File: src/rtl/mult_feed_pkg.sv
// Shared sizes, index type and FSM states for the 15-tap product feeder.
package mult_feed_pkg;
  localparam int N_TAPS = 15;
  localparam int PIX_W  = 8;
  localparam int COEF_W = 16;
  localparam int PROD_W = 32;
  localparam int IDX_W  = 4;
  localparam int RAW_W  = PIX_W + 1 + COEF_W;  // signed(zext pixel) * coef

  typedef logic [IDX_W-1:0] idx_t;
  localparam idx_t LAST_IDX = 4'd14;

  typedef enum logic {ST_IDLE, ST_RUN} state_e;

  function automatic logic [PROD_W-1:0] sext_prod(input logic signed [RAW_W-1:0] p);
    return {{(PROD_W-RAW_W){p[RAW_W-1]}}, p};
  endfunction
endpackage

File: src/rtl/mult_feed_if.sv
// Window/coefficient/product bus of the feeder; slave = feeder, master = driver.
// mult_last and win_count exist only when MULT_FEED_LAST_EN is defined.
interface mult_feed_if;
  import mult_feed_pkg::*;
  logic                    win_valid;
  logic                    win_ready;
  logic [N_TAPS*PIX_W-1:0] win_data;
  logic                    coef_wr_en;
  idx_t                    coef_wr_addr;
  logic [COEF_W-1:0]       coef_wr_data;
  logic                    busy;
  logic                    mult_valid;
  logic [PROD_W-1:0]       mult_data;
`ifdef MULT_FEED_LAST_EN
  logic                    mult_last;
  logic [15:0]             win_count;
`endif

  modport slave (
    input  win_valid, win_data, coef_wr_en, coef_wr_addr, coef_wr_data,
`ifdef MULT_FEED_LAST_EN
    output mult_last, win_count,
`endif
    output win_ready, busy, mult_valid, mult_data
  );
  modport master (
    output win_valid, win_data, coef_wr_en, coef_wr_addr, coef_wr_data,
`ifdef MULT_FEED_LAST_EN
    input  mult_last, win_count,
`endif
    input  win_ready, busy, mult_valid, mult_data
  );
endinterface

File: src/rtl/mult_feed_coef_rf.sv
// 15-entry signed coefficient file; writes are frozen while a window runs.
module mult_feed_coef_rf
  import mult_feed_pkg::*;
(
  input  logic              clk,
  input  logic              resetn,
  input  logic              busy_i,
  input  logic              wr_en_i,
  input  idx_t              wr_addr_i,
  input  logic [COEF_W-1:0] wr_data_i,
  input  idx_t              rd_idx_i,
  output logic [COEF_W-1:0] rd_data_o
);
  logic [N_TAPS-1:0][COEF_W-1:0] rf_q;
  logic                          wr_ok;

  assign wr_ok = wr_en_i && !busy_i && (wr_addr_i < idx_t'(N_TAPS));

  always_ff @(posedge clk or negedge resetn) begin
    if (!resetn) begin
      rf_q <= '0;
    end else begin
      for (int i = 0; i < N_TAPS; i++)
        if (wr_ok && wr_addr_i == idx_t'(i)) rf_q[i] <= wr_data_i;
    end
  end

  assign rd_data_o = (rd_idx_i < idx_t'(N_TAPS)) ? rf_q[rd_idx_i] : '0;
endmodule

File: src/rtl/mult_feed15.sv
// Window-to-15-beat product feeder: one pixel*coef per cycle, gapless windows.
// Define MULT_FEED_LAST_EN for the mult_last / win_count outputs.
module mult_feed15
  import mult_feed_pkg::*;
(
  input  logic     clk,
  input  logic     resetn,
  mult_feed_if.slave bus
);
  state_e                      state_q, state_d;
  idx_t                        idx_q, idx_d;
  logic [N_TAPS-1:0][PIX_W-1:0] win_q;
  logic                        run, at_last, accept;
  logic [COEF_W-1:0]           coef;
  logic signed [RAW_W-1:0]     prod;
  logic                        mult_valid_q;
  logic [PROD_W-1:0]           mult_data_q;

  assign run     = (state_q == ST_RUN);
  assign at_last = run && (idx_q == LAST_IDX);
  assign bus.win_ready = (state_q == ST_IDLE) || at_last;
  assign bus.busy      = run;
  assign accept  = bus.win_valid && bus.win_ready;

  mult_feed_coef_rf u_coef (
    .clk       (clk),
    .resetn    (resetn),
    .busy_i    (run),
    .wr_en_i   (bus.coef_wr_en),
    .wr_addr_i (bus.coef_wr_addr),
    .wr_data_i (bus.coef_wr_data),
    .rd_idx_i  (idx_q),
    .rd_data_o (coef)
  );

  always_comb begin
    state_d = state_q;
    idx_d   = idx_q;
    case (state_q)
      ST_IDLE: if (accept) begin
        state_d = ST_RUN;
        idx_d   = '0;
      end
      ST_RUN: begin
        if (idx_q == LAST_IDX) begin
          idx_d = '0;
          if (!accept) state_d = ST_IDLE;
        end else begin
          idx_d = idx_q + idx_t'(1);
        end
      end
      default: begin
        state_d = ST_IDLE;
        idx_d   = '0;
      end
    endcase
  end

  always_ff @(posedge clk or negedge resetn) begin
    if (!resetn) begin
      state_q <= ST_IDLE;
      idx_q   <= '0;
      win_q   <= '0;
    end else begin
      state_q <= state_d;
      idx_q   <= idx_d;
      if (accept) win_q <= bus.win_data;
    end
  end

  // Pixel is unsigned: a zero MSB keeps it positive in the signed multiply.
  assign prod = $signed({1'b0, win_q[idx_q]}) * $signed(coef);

  always_ff @(posedge clk or negedge resetn) begin
    if (!resetn) begin
      mult_valid_q <= 1'b0;
      mult_data_q  <= '0;
    end else begin
      mult_valid_q <= run;
      if (run) mult_data_q <= sext_prod(prod);
    end
  end

  assign bus.mult_valid = mult_valid_q;
  assign bus.mult_data  = mult_data_q;

`ifdef MULT_FEED_LAST_EN
  logic        last_q;
  logic [15:0] win_count_q;

  always_ff @(posedge clk or negedge resetn) begin
    if (!resetn) begin
      last_q      <= 1'b0;
      win_count_q <= '0;
    end else begin
      last_q <= at_last;
      if (at_last) win_count_q <= win_count_q + 16'd1;
    end
  end

  assign bus.mult_last = last_q;
  assign bus.win_count = win_count_q;
`endif
endmodule

File: src/flat_wrapper.sv
// flat-port wrapper written by rule: the top's interface ports become plain ports
module mult_feed15_flat import mult_feed_pkg::*;
  (clk, resetn, bus_win_valid, bus_win_data, bus_coef_wr_en, bus_coef_wr_addr, bus_coef_wr_data, bus_win_ready, bus_busy, bus_mult_valid, bus_mult_data);
  mult_feed_if bus_i ();
  input  logic clk;
  input  logic resetn;
  input wire logic [$bits(bus_i.win_valid)-1:0] bus_win_valid;
  input wire logic [$bits(bus_i.win_data)-1:0] bus_win_data;
  input wire logic [$bits(bus_i.coef_wr_en)-1:0] bus_coef_wr_en;
  input wire logic [$bits(bus_i.coef_wr_addr)-1:0] bus_coef_wr_addr;
  input wire logic [$bits(bus_i.coef_wr_data)-1:0] bus_coef_wr_data;
  output wire logic [$bits(bus_i.win_ready)-1:0] bus_win_ready;
  output wire logic [$bits(bus_i.busy)-1:0] bus_busy;
  output wire logic [$bits(bus_i.mult_valid)-1:0] bus_mult_valid;
  output wire logic [$bits(bus_i.mult_data)-1:0] bus_mult_data;
  assign bus_i.win_valid = bus_win_valid;
  assign bus_i.win_data = bus_win_data;
  assign bus_i.coef_wr_en = bus_coef_wr_en;
  assign bus_i.coef_wr_addr = bus_coef_wr_addr;
  assign bus_i.coef_wr_data = bus_coef_wr_data;
  assign bus_win_ready = bus_i.win_ready;
  assign bus_busy = bus_i.busy;
  assign bus_mult_valid = bus_i.mult_valid;
  assign bus_mult_data = bus_i.mult_data;
  mult_feed15 u_core (.clk(clk), .resetn(resetn), .bus(bus_i));
endmodule
File: config.mk
export PLATFORM = sky130hd
export DESIGN_NAME = mult_feed15_flat
export DESIGN_NICKNAME = d
export VERILOG_FILES = /design/src/rtl/mult_feed_pkg.sv /design/src/rtl/mult_feed_if.sv /design/src/rtl/mult_feed_coef_rf.sv /design/src/rtl/mult_feed15.sv /design/src/flat_wrapper.sv
export SDC_FILE = /design/constraint.sdc
export NUM_CORES = 1
export LEC_CHECK = 0
export CORE_UTILIZATION = 25
export CTS_CLUSTER_SIZE = 30
export DETAILED_ROUTE_END_ITERATION = 7
export PLACE_DENSITY = 0.42
export SLEW_MARGIN = 5
export SYNTH_ARGS = -nofsm -noshare
export SYNTH_HDL_FRONTEND = slang
export SYNTH_SLANG_ARGS = --single-unit
export TNS_END_PERCENT = 20
File: constraint.sdc
create_clock -name clk -period 7.97 [get_ports clk]
set_input_delay 1.594 -clock clk [delete_from_list [all_inputs] [get_ports clk]]
set_output_delay 1.594 -clock clk [all_outputs]
set_load 0.01 [all_outputs]
======== Yosys cells after proc, flatten, opt, wreduce, memory -nomap -nowiden ========
Cells that the tools add are included.
cells by class
  add/subtract/negate cells ............... 1
  multiply operators ...................... 1
  $lt $le $gt $ge ......................... 3
  eq/ne operators ......................... 16
  mux-type cells .......................... 11
  bitwise logic cells ..................... 1
  reduce and logical (&&, ||, !) cells .... 22
operators by type and width
  kind                   number
  $bmux W16 S4           1
  $bmux W8 S4            1
  $eq A4 B4 Y1 const B   8
  $mux W16               2
  $mul A9 B16 Y25        1
  $logic_and A1 B1 Y1    19
  $eq A4 B3 Y1 const B   4
  $eq A4 B2 Y1 const B   2
  $lt A4 B4 Y1 const B   2
  $mux W4                2
  $mux W8                1
  $pmux W4 S2            1
  $lt A4 B5 Y1 const B   1
  $add A4 B1 Y4 const B  1
  $eq A4 B1 Y1 const B   1
  $logic_not A4 Y1       1
  $mux W1                2
  $ne A2 B1 Y1 const B   1
  $pmux W1 S2            1
  $logic_not A1 Y1       1
  $logic_or A1 B1 Y1     1
  $not A1 Y1             1
word-level totals
  register bits ........................... 391
  bits of input ports ..................... 144
  output and inout port bits .............. 35
  word-level logic and storage cells ...... 89

======== Depth between registers and ports, before layout ========
Gate-level depths: netlist of run 1.
  word-level depth ........................ 7
  gate-level depth with buffers ........... 27
  mapped depth without buffers ............ 21

======== By module ========
Synthesis of run 1 repeated with hierarchy kept, for this count alone.
second synthesis, totals
  cells, all modules ...................... 1691
  area total of the unflattened synthesis .. 22684.3 um^2
by module, submodules not included
  module             times used  cells an instance  area an instance (um^2)  sequential area each (um^2)
  mult_feed15        1           983                11424.7                  3778.6
  mult_feed_coef_rf  1           708                11259.5                  6005.8

======== Worst setup path after synthesis of run 1 ========
OpenSTA, ideal clock, no wires.
  path kind ............................... register -> register
  from .................................... register u_core.idx_q[0]
  to ...................................... register u_core.mult_data_q[23], in the netlist u_core.bus.mult_data[23]
  setup time .............................. 104 ps
  arrival ................................. 5867 ps
  data required time ...................... 7866 ps
  path slack .............................. 1999 ps
  cell stages (with the launch flop) ...... 24
  path buffers ............................ 6
  clock period less this slack ............ 5971 ps
  cells stage by stage .................... dfrtp_1 -> buf_6 -> buf_12 -> buf_8 -> buf_12 -> mux4_1 -> a22oi_1 -> o2111ai_2 -> buf_6 -> nand2_1 -> fa_1 -> inv_1 -> fa_1 -> fa_1 -> inv_1 -> fa_1 -> inv_1 -> ha_1 -> clkbuf_1 -> nand2_1 -> or4_1 -> o32ai_1 -> nor2_1 -> o311ai_1
between the ends
  longest elaborated chain between the ends .. 4
  elaborated cells between the ends (all ways) .. 7
  those cells by class .................... 1 x mul; 1 x order compare; 5 x mux
RTL lines
  item                            RTL line                 text
  start: declaration              mult_feed15.sv:11        idx_t idx_q, idx_d;
  start signal: assignment        mult_feed15.sv:66        idx_q <= idx_d;
  $bmux W16 S4                    mult_feed_coef_rf.sv:28  assign rd_data_o = (rd_idx_i < idx_t'(N_TAPS)) ? rf_q[rd_idx_i] : '0;
  $mux W16 (implied by the code)  mult_feed_coef_rf.sv:28
  $mux W16                        mult_feed_coef_rf.sv:28
  $mul A9 B16 Y25 *               mult_feed15.sv:72        assign prod = $signed({1'b0, win_q[idx_q]}) * $signed(coef);
  end signal: assignment          mult_feed15.sv:80        if (run) mult_data_q <= sext_prod(prod);
  end: declaration                mult_feed15.sv:17        logic [PROD_W-1:0] mult_data_q;
Mark *: on every way between the ends. The rest lies on a longest branch, timed or not. The select of a mux whose other input is x is not followed.
A chain may end at the register's enable or synchronous reset.

======== Worst setup path after layout of run 1 ========
Ends and elaborated chain as after synthesis.

==> flow_metrics.env, run 1 <==
export IMPL_drt_wirelength_per_cell_um=21.0
export IMPL_path_max_fanout=34
export IMPL_cts_clk_slew_worst_paths_ps=60
export IMPL_critical_path_slowest_cell="dfrtp_4"
export IMPL_intPower_mw=5.67
export IMPL_synth_top_family_by_area="multiplexers"
export IMPL_area_growth_pct=20.0
export IMPL_initial_core_util_pct=25.4
export IMPL_netlist_area_leader_share_pct=43.2
export IMPL_final_nets=2214
export IMPL_setup_tns_ps=0
export IMPL_io_buffers=178
export IMPL_yosys_warnings=0
export IMPL_switching_power_mw=3.80
export IMPL_seqCellArea_mm2=0.00979
export IMPL_max_freq_ghz=0.145
export IMPL_ys_top_cells_by_area="dfrtp_1, mux2_2, fa_1, mux4_2, inv_1"
export IMPL_skew_ps=26.7
export IMPL_grt_max_degree=153
export IMPL_slew_limit_headroom_pct=32.9
export IMPL_antenna_found_initial=7
export IMPL_worstPathRequired_ps=8470
export IMPL_max_slew_worst_pin_slew_ps=1010
export IMPL_ios=179
export IMPL_yosysTopAreaCell="dfrtp_1"
export IMPL_critPathLaunchType="flop"
export IMPL_power_frac_clock_pct=23.4
export IMPL_diodes=0
export IMPL_cts_buffers=48
export IMPL_ctsHtreeMaxLevel=2
export IMPL_yosys_most_used_dff="dfrtp_1"
export IMPL_clkLatencyLatePin_ps=610
export IMPL_postRouteAntennaNets=0
export IMPL_dp_hpwl_mm=45.3
export IMPL_final_layout_size_suffix_gt1_share_pct=30.0
export IMPL_fin_crit_sh_pct=86.7
export IMPL_setup_viol=0
export IMPL_synth_edf_count=0
export IMPL_path_class="reg2reg"
export IMPL_clock_sinks=391
export IMPL_period_needed_ps=6910
export IMPL_multi_input_area_mm2=0.0115
export IMPL_grt_overflow=0
export IMPL_grt_setup_unrepaired="no"
export IMPL_maxCapViolations=0
export IMPL_hold_ws_ps=495
export IMPL_synth_distinct_cells=73
export IMPL_cts_tree="built"
export IMPL_ir_worst_vdd_uv=172
export IMPL_swShare_pct=40.1
export IMPL_hp_class="reg2reg"
export IMPL_synth_compound_area_share_pct=4.67
export IMPL_crit_top_cell="fa_1"
export IMPL_core_mm2=0.0891
export IMPL_muxShareOfSynthArea_pct=28.2
export IMPL_drt_iter0_drc=743
export IMPL_hold_buffers=0
export IMPL_globalplace_congestion=0.858
export IMPL_yosysMostFrequentCell="dfrtp_1"
export IMPL_path_cells="mux4_1 -> a22oi_1 -> o2111ai_2 -> inv_2 -> nor2_1 -> fa_1 -> fa_1 -> inv_1 -> fa_1 -> fa_1 -> inv_1 -> ha_1 -> nand2_1 -> or4_1 -> o32ai_1 -> nor2_1 -> o311ai_1"
export IMPL_grt_use_total_pct=14.6
export IMPL_root_buffer="clkbuf_16"
export IMPL_n_fill_cell=8955
export IMPL_synthCells=1762
export IMPL_p_seq_share_pct=29.8
export IMPL_critPathMaxStageDelay_ps=870
export IMPL_critical_path_top_delay_family="adder cells"
export IMPL_die_w_um=303
export IMPL_status="finished clean"
export IMPL_synth_xor_area_share_pct=0.580
export IMPL_die_area_mm2=0.0917
export IMPL_vias_per_cell=4.57
export IMPL_clockBufferDepth=3
export IMPL_synth_fp_nets=2058
export IMPL_drc_errors=0
export IMPL_grt_pass1_wl_mm=101
export IMPL_syn_area_per_cell_um2=12.8
export IMPL_synth_area_mm2=0.0226
export IMPL_cts_setup_buffers=0
export IMPL_synthAdderAreaFrac_pct=11.8
export IMPL_yosys_area_share_simple_pct=5.51
export IMPL_grt_pass1_vias=15600
export IMPL_crit_buf_inv=3
export IMPL_hold_viol=0
export IMPL_slew_violations=0
export IMPL_ys_async_sr_fraction_pct=100
export IMPL_end_kind="flop"
export IMPL_power_density_mw_per_mm2=349
export IMPL_first_pass_iters=6
export IMPL_routed_wl_mm=65.7
export IMPL_dieHeight_um=303
export IMPL_ys_ff_latch=391
export IMPL_synth_common_cells="dfrtp_1, mux2_2, inv_1"
export IMPL_seq_area_frac_synth_pct=43.2
export IMPL_cts_resized=0
export IMPL_fp_row_count=109
export IMPL_num_vias=14300
export IMPL_comb_power_share_pct=46.9
export IMPL_p_leak_nw=12.6
export IMPL_critPathArrivalTime_ps=7420
cell type report:
type	count	area share, %
Multi-Input combinational cell	1072	42.3
Timing Repair Buffer	214	7.71
Clock buffer	71	5.26
Tap cell	1165	5.37
Clock inverter	16	0.672
Inverter	191	2.64
Sequential cell	391	36.1
per-layer routing:
metal / up-vias / GRT usage [%] / wire (um)
li1: 6431 / - / -
met1: 7439 / 20.0 / 30600
met2: 299 / 23.6 / 30300
met3: 86 / 3.06 / 3270
met4: 12 / 3.73 / 1430
met5: - / 0 / 75
cell families (layout without fill, tap and decap cells):
group / after synthesis / in the layout
AOI/OAI and AO/OA: 141 / 141
xor gates and xnor gates: 15 / 15
adders and majority gates: 152 / 152
buffers and inverters: 299 / 492
DFF: 391 / 391
muxes: 487 / 487
and+or+nand+nor: 277 / 277
state kept, by name (all words and copies together) (netlist names):
register and flops:
u_core.bus.busy 1, u_core.bus.mult_data 25, u_core.bus.mult_valid 1, u_core.idx_q 4, u_core.u_coef.rf_q 240, u_core.win_q 120
power groups by stage:
stage	Sequential [mW]	Combinational (mW)	Clock, mW
after global placement	2.84	4.47	0
after detailed placement	2.86	4.49	0
final	2.82	4.44	2.21
after global routing	2.89	4.97	2.38
after floorplan	2.65	3.34	0
after CTS	2.83	4.51	2.30
cell usage in the layout, fill, tap and decap left out, types with 7 or more instances in the layout:
master           netlist  layout
nand3_1               11      11
clkbuf_1              47      10
xnor2_1                9       9
mux2i_1               31      31
nand2_1              108     108
inv_1                184     184
ha_1                  50      50
o21ai_0               23      23
mux2_2               381     381
fa_1                 102     102
dfrtp_1              391     387
o211ai_1              19      19
nand2b_1               7       7
a21oi_1               27      27
clkbuf_16              0      49
clkdlybuf4s50_1        0     177
clkinv_2               0       8
buf_4                 19      33
mux4_2                49      49
mux4_1                26      26
clkbuf_8               0      12
or2_2                 12      12
nor2_1                93      93
through the flow:
step	setup slack [ps]	area (um2)	instances	total power, mW	util [%]
6_report	1060	27200	3120	9.47	30.5
5_1_grt	563	27200	3120	10.2	30.5
4_1_cts	1020	27200	3120	9.64	30.5
3_5_place_dp	1010	25600	3033	7.36	28.7
3_3_place_gp	1010	25600	3033	7.31	28.7
2_1_floorplan	2000	22600	1762	5.99	-
worst paths after layout:
check / from / end / slack [ps] / depth (start not counted)
setup / recovery: u_core.idx_q[0]$_DFFE_PN0P_ / u_core.bus.mult_data[23]$_DFFE_PN0P_ / 1060 / 17
hold / removal: u_core.u_coef.rf_q[26]$_DFFE_PN0P_ / u_core.u_coef.rf_q[26]$_DFFE_PN0P_ / 500 / 1
setup reg to reg: u_core.idx_q[0]$_DFFE_PN0P_ / u_core.bus.mult_data[23]$_DFFE_PN0P_ / 1060 / 17
hold reg to reg: u_core.u_coef.rf_q[26]$_DFFE_PN0P_ / u_core.u_coef.rf_q[26]$_DFFE_PN0P_ / 500 / 1
max in group asynchronous: resetn / u_core.idx_q[1]$_DFFE_PN0P_ / 5490 / 2
min in group asynchronous: resetn / u_core.bus.mult_data[6]$_DFFE_PN0P_ / 970 / 1
No activity file was read; power rests on OpenSTA's default activity.
==> inputs of run 2 (changes only) <==
Settings changed: TNS_END_PERCENT 20 to 1.
==> results of run 2 <==
Same layout as run 1: the final DEF is identical, and so are final timing and power.
